### config.mk
export PLATFORM = sky130hd
export DESIGN_NAME = caesar_stream_ctrl
export DESIGN_NICKNAME = d
export VERILOG_FILES = /design/src/rtl/caesar_stream_ctrl.sv
export SDC_FILE = /design/constraint.sdc
export NUM_CORES = 1
export LEC_CHECK = 0
export ABC_CLOCK_PERIOD_IN_PS = 3700
export BUFFER_PORTS_ARGS = -buffer_cell sky130_fd_sc_hd__buf_2
export CAP_MARGIN = 20
export CELL_PAD_IN_SITES_DETAIL_PLACEMENT = 1
export CELL_PAD_IN_SITES_GLOBAL_PLACEMENT = 1
export CORE_ASPECT_RATIO = 0.75
export CORE_MARGIN = 1.5
export CORE_UTILIZATION = 44
export DETAILED_ROUTE_END_ITERATION = 8
export GPL_TIMING_DRIVEN = 1
export PLACE_DENSITY_LB_ADDON = 0.12
export SYNTH_ARGS = -nofsm -noshare
export SYNTH_HDL_FRONTEND = slang
export SYNTH_SLANG_ARGS = --single-unit
### constraint.sdc
create_clock -name clk -period 3.7 [get_ports clk]
set_input_delay 0.74 -clock clk [delete_from_list [all_inputs] [get_ports clk]]
set_output_delay 0.74 -clock clk [all_outputs]
set_load 0.05 [all_outputs]
### src/rtl/caesar_stream_ctrl.sv
// Caesar-shift stream controller: config regs, frame FSM, shift datapath and an
// output FIFO with valid/ready on both sides.
module caesar_shift (
  input  logic [7:0] din,
  input  logic [4:0] key,
  input  logic       decrypt,
  output logic [7:0] dout
);
  logic [7:0] base;
  logic [5:0] off, s, k6;
  logic       is_letter;

  always_comb begin
    is_letter = 1'b0;
    base      = 8'h41;
    off       = '0;
    s         = '0;
    k6        = {1'b0, key};
    dout      = din;
    if (din >= 8'h41 && din <= 8'h5A) begin
      is_letter = 1'b1;
      base      = 8'h41;
    end else if (din >= 8'h61 && din <= 8'h7A) begin
      is_letter = 1'b1;
      base      = 8'h61;
    end
    if (is_letter) begin
      off = 6'(din - base);
      if (!decrypt) begin
        s = off + k6;
        if (s >= 6'd26) s = s - 6'd26;
      end else if (off >= k6) begin
        s = off - k6;
      end else begin
        // borrow folded in as +26 first so the 6-bit value never goes negative
        s = off + 6'd26 - k6;
      end
      dout = base + {2'b00, s};
    end
  end
endmodule

module caesar_stream_ctrl #(
  parameter int FIFO_DEPTH = 2,
  parameter int CNT_W      = 16
) (
  input  logic             clk,
  input  logic             rst,
  input  logic             cfg_we,
  input  logic [4:0]       cfg_key,
  input  logic             cfg_decrypt,
  output logic             cfg_err,
  input  logic             in_valid,
  output logic             in_ready,
  input  logic [7:0]       in_data,
  input  logic             in_last,
  output logic             out_valid,
  input  logic             out_ready,
  output logic [7:0]       out_data,
  output logic             out_last,
  output logic             busy,
  output logic [CNT_W-1:0] char_count
);
  localparam int AW = $clog2(FIFO_DEPTH);
  localparam int CW = AW + 1;

  typedef enum logic [1:0] {IDLE, ACTIVE, DRAIN} state_e;

  state_e           state_q, state_d;
  logic [4:0]       key_q, key_d;
  logic             dec_q, dec_d;
  logic             cfg_err_q, cfg_err_d;
  logic [AW-1:0]    wr_ptr_q, wr_ptr_d, rd_ptr_q, rd_ptr_d;
  logic [CW-1:0]    cnt_q, cnt_d;
  logic [CNT_W-1:0] char_q, char_d;
  logic [7:0]       data_q [FIFO_DEPTH];
  logic [7:0]       data_d [FIFO_DEPTH];
  logic             last_q [FIFO_DEPTH];
  logic             last_d [FIFO_DEPTH];

  logic       push, pop, cfg_ok;
  logic [7:0] shifted;

  caesar_shift u_shift (
    .din     (in_data),
    .key     (key_q),
    .decrypt (dec_q),
    .dout    (shifted)
  );

  assign in_ready   = (state_q != DRAIN) && (cnt_q < CW'(FIFO_DEPTH));
  assign out_valid  = (cnt_q != '0);
  assign out_data   = data_q[rd_ptr_q];
  assign out_last   = last_q[rd_ptr_q];
  assign busy       = (state_q != IDLE);
  assign char_count = char_q;
  assign cfg_err    = cfg_err_q;

  assign push   = in_valid && in_ready;
  assign pop    = out_valid && out_ready;
  assign cfg_ok = (state_q == IDLE) && (cfg_key <= 5'd25) && !push;

  always_comb begin
    state_d   = state_q;
    key_d     = key_q;
    dec_d     = dec_q;
    cfg_err_d = cfg_we && !cfg_ok;
    wr_ptr_d  = wr_ptr_q;
    rd_ptr_d  = rd_ptr_q;
    cnt_d     = cnt_q;
    char_d    = char_q;
    data_d    = data_q;
    last_d    = last_q;

    if (cfg_we && cfg_ok) begin
      key_d = cfg_key;
      dec_d = cfg_decrypt;
    end

    if (push) begin
      data_d[wr_ptr_q] = shifted;
      last_d[wr_ptr_q] = in_last;
      wr_ptr_d         = wr_ptr_q + AW'(1);
    end
    if (pop) rd_ptr_d = rd_ptr_q + AW'(1);
    case ({push, pop})
      2'b10:   cnt_d = cnt_q + CW'(1);
      2'b01:   cnt_d = cnt_q - CW'(1);
      default: cnt_d = cnt_q;
    endcase

    // FIFO is always empty in IDLE, so the frame-start clear never races a pop
    if (state_q == IDLE && push) char_d = '0;
    else if (pop && char_q != '1) char_d = char_q + CNT_W'(1);

    case (state_q)
      IDLE:    if (push) state_d = in_last ? DRAIN : ACTIVE;
      ACTIVE:  if (push && in_last) state_d = DRAIN;
      DRAIN:   if (cnt_d == '0) state_d = IDLE;
      default: state_d = IDLE;
    endcase
  end

  always_ff @(posedge clk or posedge rst) begin
    if (rst) begin
      state_q   <= IDLE;
      key_q     <= '0;
      dec_q     <= 1'b0;
      cfg_err_q <= 1'b0;
      wr_ptr_q  <= '0;
      rd_ptr_q  <= '0;
      cnt_q     <= '0;
      char_q    <= '0;
      for (int i = 0; i < FIFO_DEPTH; i++) begin
        data_q[i] <= '0;
        last_q[i] <= 1'b0;
      end
    end else begin
      state_q   <= state_d;
      key_q     <= key_d;
      dec_q     <= dec_d;
      cfg_err_q <= cfg_err_d;
      wr_ptr_q  <= wr_ptr_d;
      rd_ptr_q  <= rd_ptr_d;
      cnt_q     <= cnt_d;
      char_q    <= char_d;
      data_q    <= data_d;
      last_q    <= last_d;
    end
  end
endmodule

==> qor.csv <==
stage,metric,value,unit
sta,"Hold Violations, Final",0,
sta,final worst-path cycle share,102,%
layout,total of fill cells in the finished design,885,
setup_path,cells along the critical path,buf_8 -> inv_4 -> ha_4 -> inv_4 -> ha_4 -> inv_4 -> ha_4 -> fa_2 -> a21o_1 -> a21oi_2 -> xnor2_1 -> o21ai_1 -> a21o_1 -> nand2_1 -> o311ai_2 -> o31ai_2 -> ha_1 -> nand2_2 -> nor4_4 -> o221ai_2,
setup_path,number of buffer and inverter instances along the worst setup path,4,
sta,relative max-transition margin,28.7,%
synthesis,most frequently used flop master after synthesis,dfrtp_1,
sta,fmax,265,MHz
global_routing,initial antenna violation count,1,
floorplanning,chip height,79.9,um
cts,Max clock buf depth,2,
floorplanning,Die Wd,106,um
synthesis,post-synth design cell area,3470,um^2
floorplanning,# IOs,49,
setup_path,cell family contributing the most delay on the critical path,adder cells,
global_routing,global router's overall resource usage,25.6,%
synthesis,share of async-settable or async-resettable flops after synthesis,100,%
floorplanning,Core Box Area,7500,um^2
sta,Hold Worst Slack,361,ps
floorplanning,number of rows in the core area,27,
synthesis,cell count after synthesis,385,
sta,unrepaired setup endpoints after global routing,true,
layout,NumNets Final,539,
place,placed standard-cell area,4240,um^2
sta,final setup violating endpoints,1,
synthesis,number of enable-type register cells in the synthesized netlist,0,
pwr,Max IR drop VDD,0.000466,V
setup_path,Crit Reg-Reg Startpoint,key_q[1],
place,half-perimeter wire length after detailed placement,8.05,mm
routing,DRC,0,
routing,drt total wl,11.3,mm
routing,total via count in the routed design,3239,
routing,post-detailed-route via-to-cell ratio,5.47,
cts,clock latency at the later pin of the worst-skew pair,300,ps
place,IO buf count,48,
cts,Clock Sinks,47,
run,max-capacitance violation count,0,
hold_path,worst hold-check path type,primary input to async pin,
setup_path,largest fanout on the critical path,3,
routing,DR WL/cell,19.1,um
layout,Area growth syn-to-layout,35.8,%
pwr,static leakage,2.22,nW
cts,hold buffer count at CTS,0,
setup_path,cell with the largest stage delay on the worst path,fa_2,
cts,root buffer selected by CTS,clkbuf_8,
layout,final standard cell utilization of the core,62.8,%
synthesis,sequential share of the synthesized area,33.9,%
setup_path,kind of critical path,primary input to flop,
global_routing,first-pass GRT wire length,16.9,mm
place,final weighted congestion of routability-driven global placement,0.900,
sta,measured slew at the worst slew-check pin,1070,ps
layout,Layout Cell Area excl Fill,4710,um^2
sta,clock period minus worst slack,3770,ps
pwr,PwrDens,1040,nW/um^2
global_routing,vias in the first global route,3218,
place,post-placement setup slack,-436,ps
synthesis,Synth Net Count,435,
global_routing,largest net degree at the start of global routing,48,
floorplanning,initial cell density of the core,46.2,%
routing,1st-iter DRT viols,97,
synthesis,Mean Syn Cell Area,9.01,um^2
global_routing,"Remaining Overflow, GRT",0,
setup_path,peak per-stage delay on the critical path,350,ps
sta,largest clock skew in the final design,5.13,ps
setup_path,launching instance or port of the critical path,in_data[0],
cts,clock slew at the register clock pins of the worst setup and hold paths,90,ps
synthesis,Yosys warning count,0,
cts,H-tree depth,2,
routing,remaining number of nets flagged by the antenna check after routing,0,
setup_path,kind of start point of the critical path,primary input,
synthesis,total of flip-flops plus latches after synthesis,47,
synthesis,post-synthesis cell type count,59,
run_status,violated checks,negative setup slack,
run_status,status,finished with violations,
setup_path,Crit. End Element,flop,
cts,Num CTS Buffers,5,
cts,CTS tree,done,
sta,fin worst setup slack,-68.9,ps
routing,first-pass iteration count of the detailed router,4,
setup_path,CP required,3850,ps
layout,layout cell share with drive strength beyond 1,39.0,%
setup_path,CP arrival,3920,ps
sta,pins over their slew limit,0,
floorplanning,overall die area,8430,um^2
pwr,total design power,4.90,mW
==> flip-flops by register name (all words and copies together) (netlist names) <==
signal / count
last_q: 2
wr_ptr_q: 1
cfg_err: 1
rd_ptr_q: 1
cnt_q: 2
state_q: 2
key_q: 5
data_q: 16
dec_q: 1
char_count: 16
==> metrics by stage <==
step,cells,setup TNS [ps]
global placement,575,-3350
CTS,584,0
global route,592,-1360
floorplan,385,0
detailed placement,575,-4170
finish,592,-68.9
==> repair_timing <==
action,4_1_cts,5_1_grt
buffers inserted,1,6
gates resized for setup,4,45
endpoints found under the setup margin,8,12
pin swaps,2,18
==> where the power goes <==
group / switching [mW] / internal, mW / total [mW]
clock network: 0.179 / 0.201 / 0.380
logic: 2.03 / 1.60 / 3.64
registers: 0.190 / 0.695 / 0.885
total: 2.40 / 2.50 / 4.90
==> area by class of cell <==
cell class / count / area, um^2 / area share, %
Inverter: 32 / 130 / 2.76
Tap cell: 101 / 126 / 2.68
Clock inverter: 3 / 43.8 / 0.930
Clock buffer: 5 / 68.8 / 1.46
Timing Repair Buffer: 107 / 719 / 15.3
Multi-Input combinational cell: 296 / 2440 / 51.9
Sequential cell: 47 / 1180 / 25.0
Antenna cell: 1 / 2.50 / 0.0531
==> layout by cell type (no fill, tap or decap), drive strengths merged, types with 3 or more instances in the layout <==
cell type  synthesis  routed
fa                 5       5
ha                25      25
nor2              39      39
nor3               4       4
clkbuf             8       5
buf                2     107
a21o               6       6
a21oi             22      22
o21ai             17      17
inv               32      32
o31ai              3       3
xnor2             19      19
xor2              14      14
o221ai             3       3
nand2             46      46
nand2b             3       3
a31oi              4       4
a22o               4       4
o211ai             3       3
mux2i              4       4
nor2b              3       3
mux2              15      15
nand3             12      12
and3               5       5
nand4              3       3
or3                6       6
dfrtp             47      47
a211oi             3       3
==> final timing paths <==
path,end,slack [ps],cells after the start
setup / recovery,data_q[6],-70,20
hold / removal,state_q[0],360,2
setup reg to reg,data_q[6],170,17
hold reg to reg,state_q[0],460,1
max in group asynchronous,char_count[5],2870,3
min in group clk,state_q[0],460,1
==> synth_stat cells (2+ instances only) <==
cell type / count / area share, %
a211oi_1: 3 / 0.65
a21o_1: 5 / 1.1
a21oi_1: 21 / 3.0
a22o_1: 4 / 1.0
a31oi_1: 4 / 0.72
and3_1: 3 / 0.54
and4_1: 2 / 0.51
clkbuf_1: 8 / 0.87
dfrtp_1: 47 / 34
fa_1: 5 / 2.9
ha_1: 25 / 9.0
inv_1: 32 / 3.5
mux2_2: 15 / 4.9
mux2i_1: 4 / 1.2
nand2_1: 46 / 5.0
nand2b_1: 3 / 0.54
nand3_1: 12 / 1.7
nand4_1: 3 / 0.54
nor2_1: 39 / 4.2
nor2b_1: 3 / 0.54
nor3_1: 4 / 0.58
nor3b_1: 2 / 0.43
o211ai_1: 3 / 0.65
o21a_1: 2 / 0.43
o21ai_0: 14 / 2.0
o21ai_1: 3 / 0.43
o221ai_1: 3 / 0.76
o31ai_1: 3 / 0.65
or2_2: 2 / 0.36
or3_1: 4 / 0.72
or3_4: 2 / 0.65
xnor2_1: 19 / 4.8
xor2_1: 14 / 3.5
==> routing by layer <==
metal	track usage (%)	up-vias	wire length (um)
met5	0	-	0
met1	36.5	1614	5310
met4	5.27	0	185
met2	41.5	63	5390
met3	4.08	17	400
li1	-	1545	-
==> logic make-up (layout without fill, tap and decap cells) <==
kind of cell	after synthesis	after routing	share of synthesized area [%]
DFF	47	47	33.9
AOI/OAI and AO/OA	81	81	16.2
other	0	1	0
and+or+nand+nor	133	133	18.8
adders and majority gates	30	30	11.9
buffers and inverters	42	147	4.80
muxes	19	19	6.02
xor gates and xnor gates	33	33	8.33
Power figures use the tool's default switching activity.
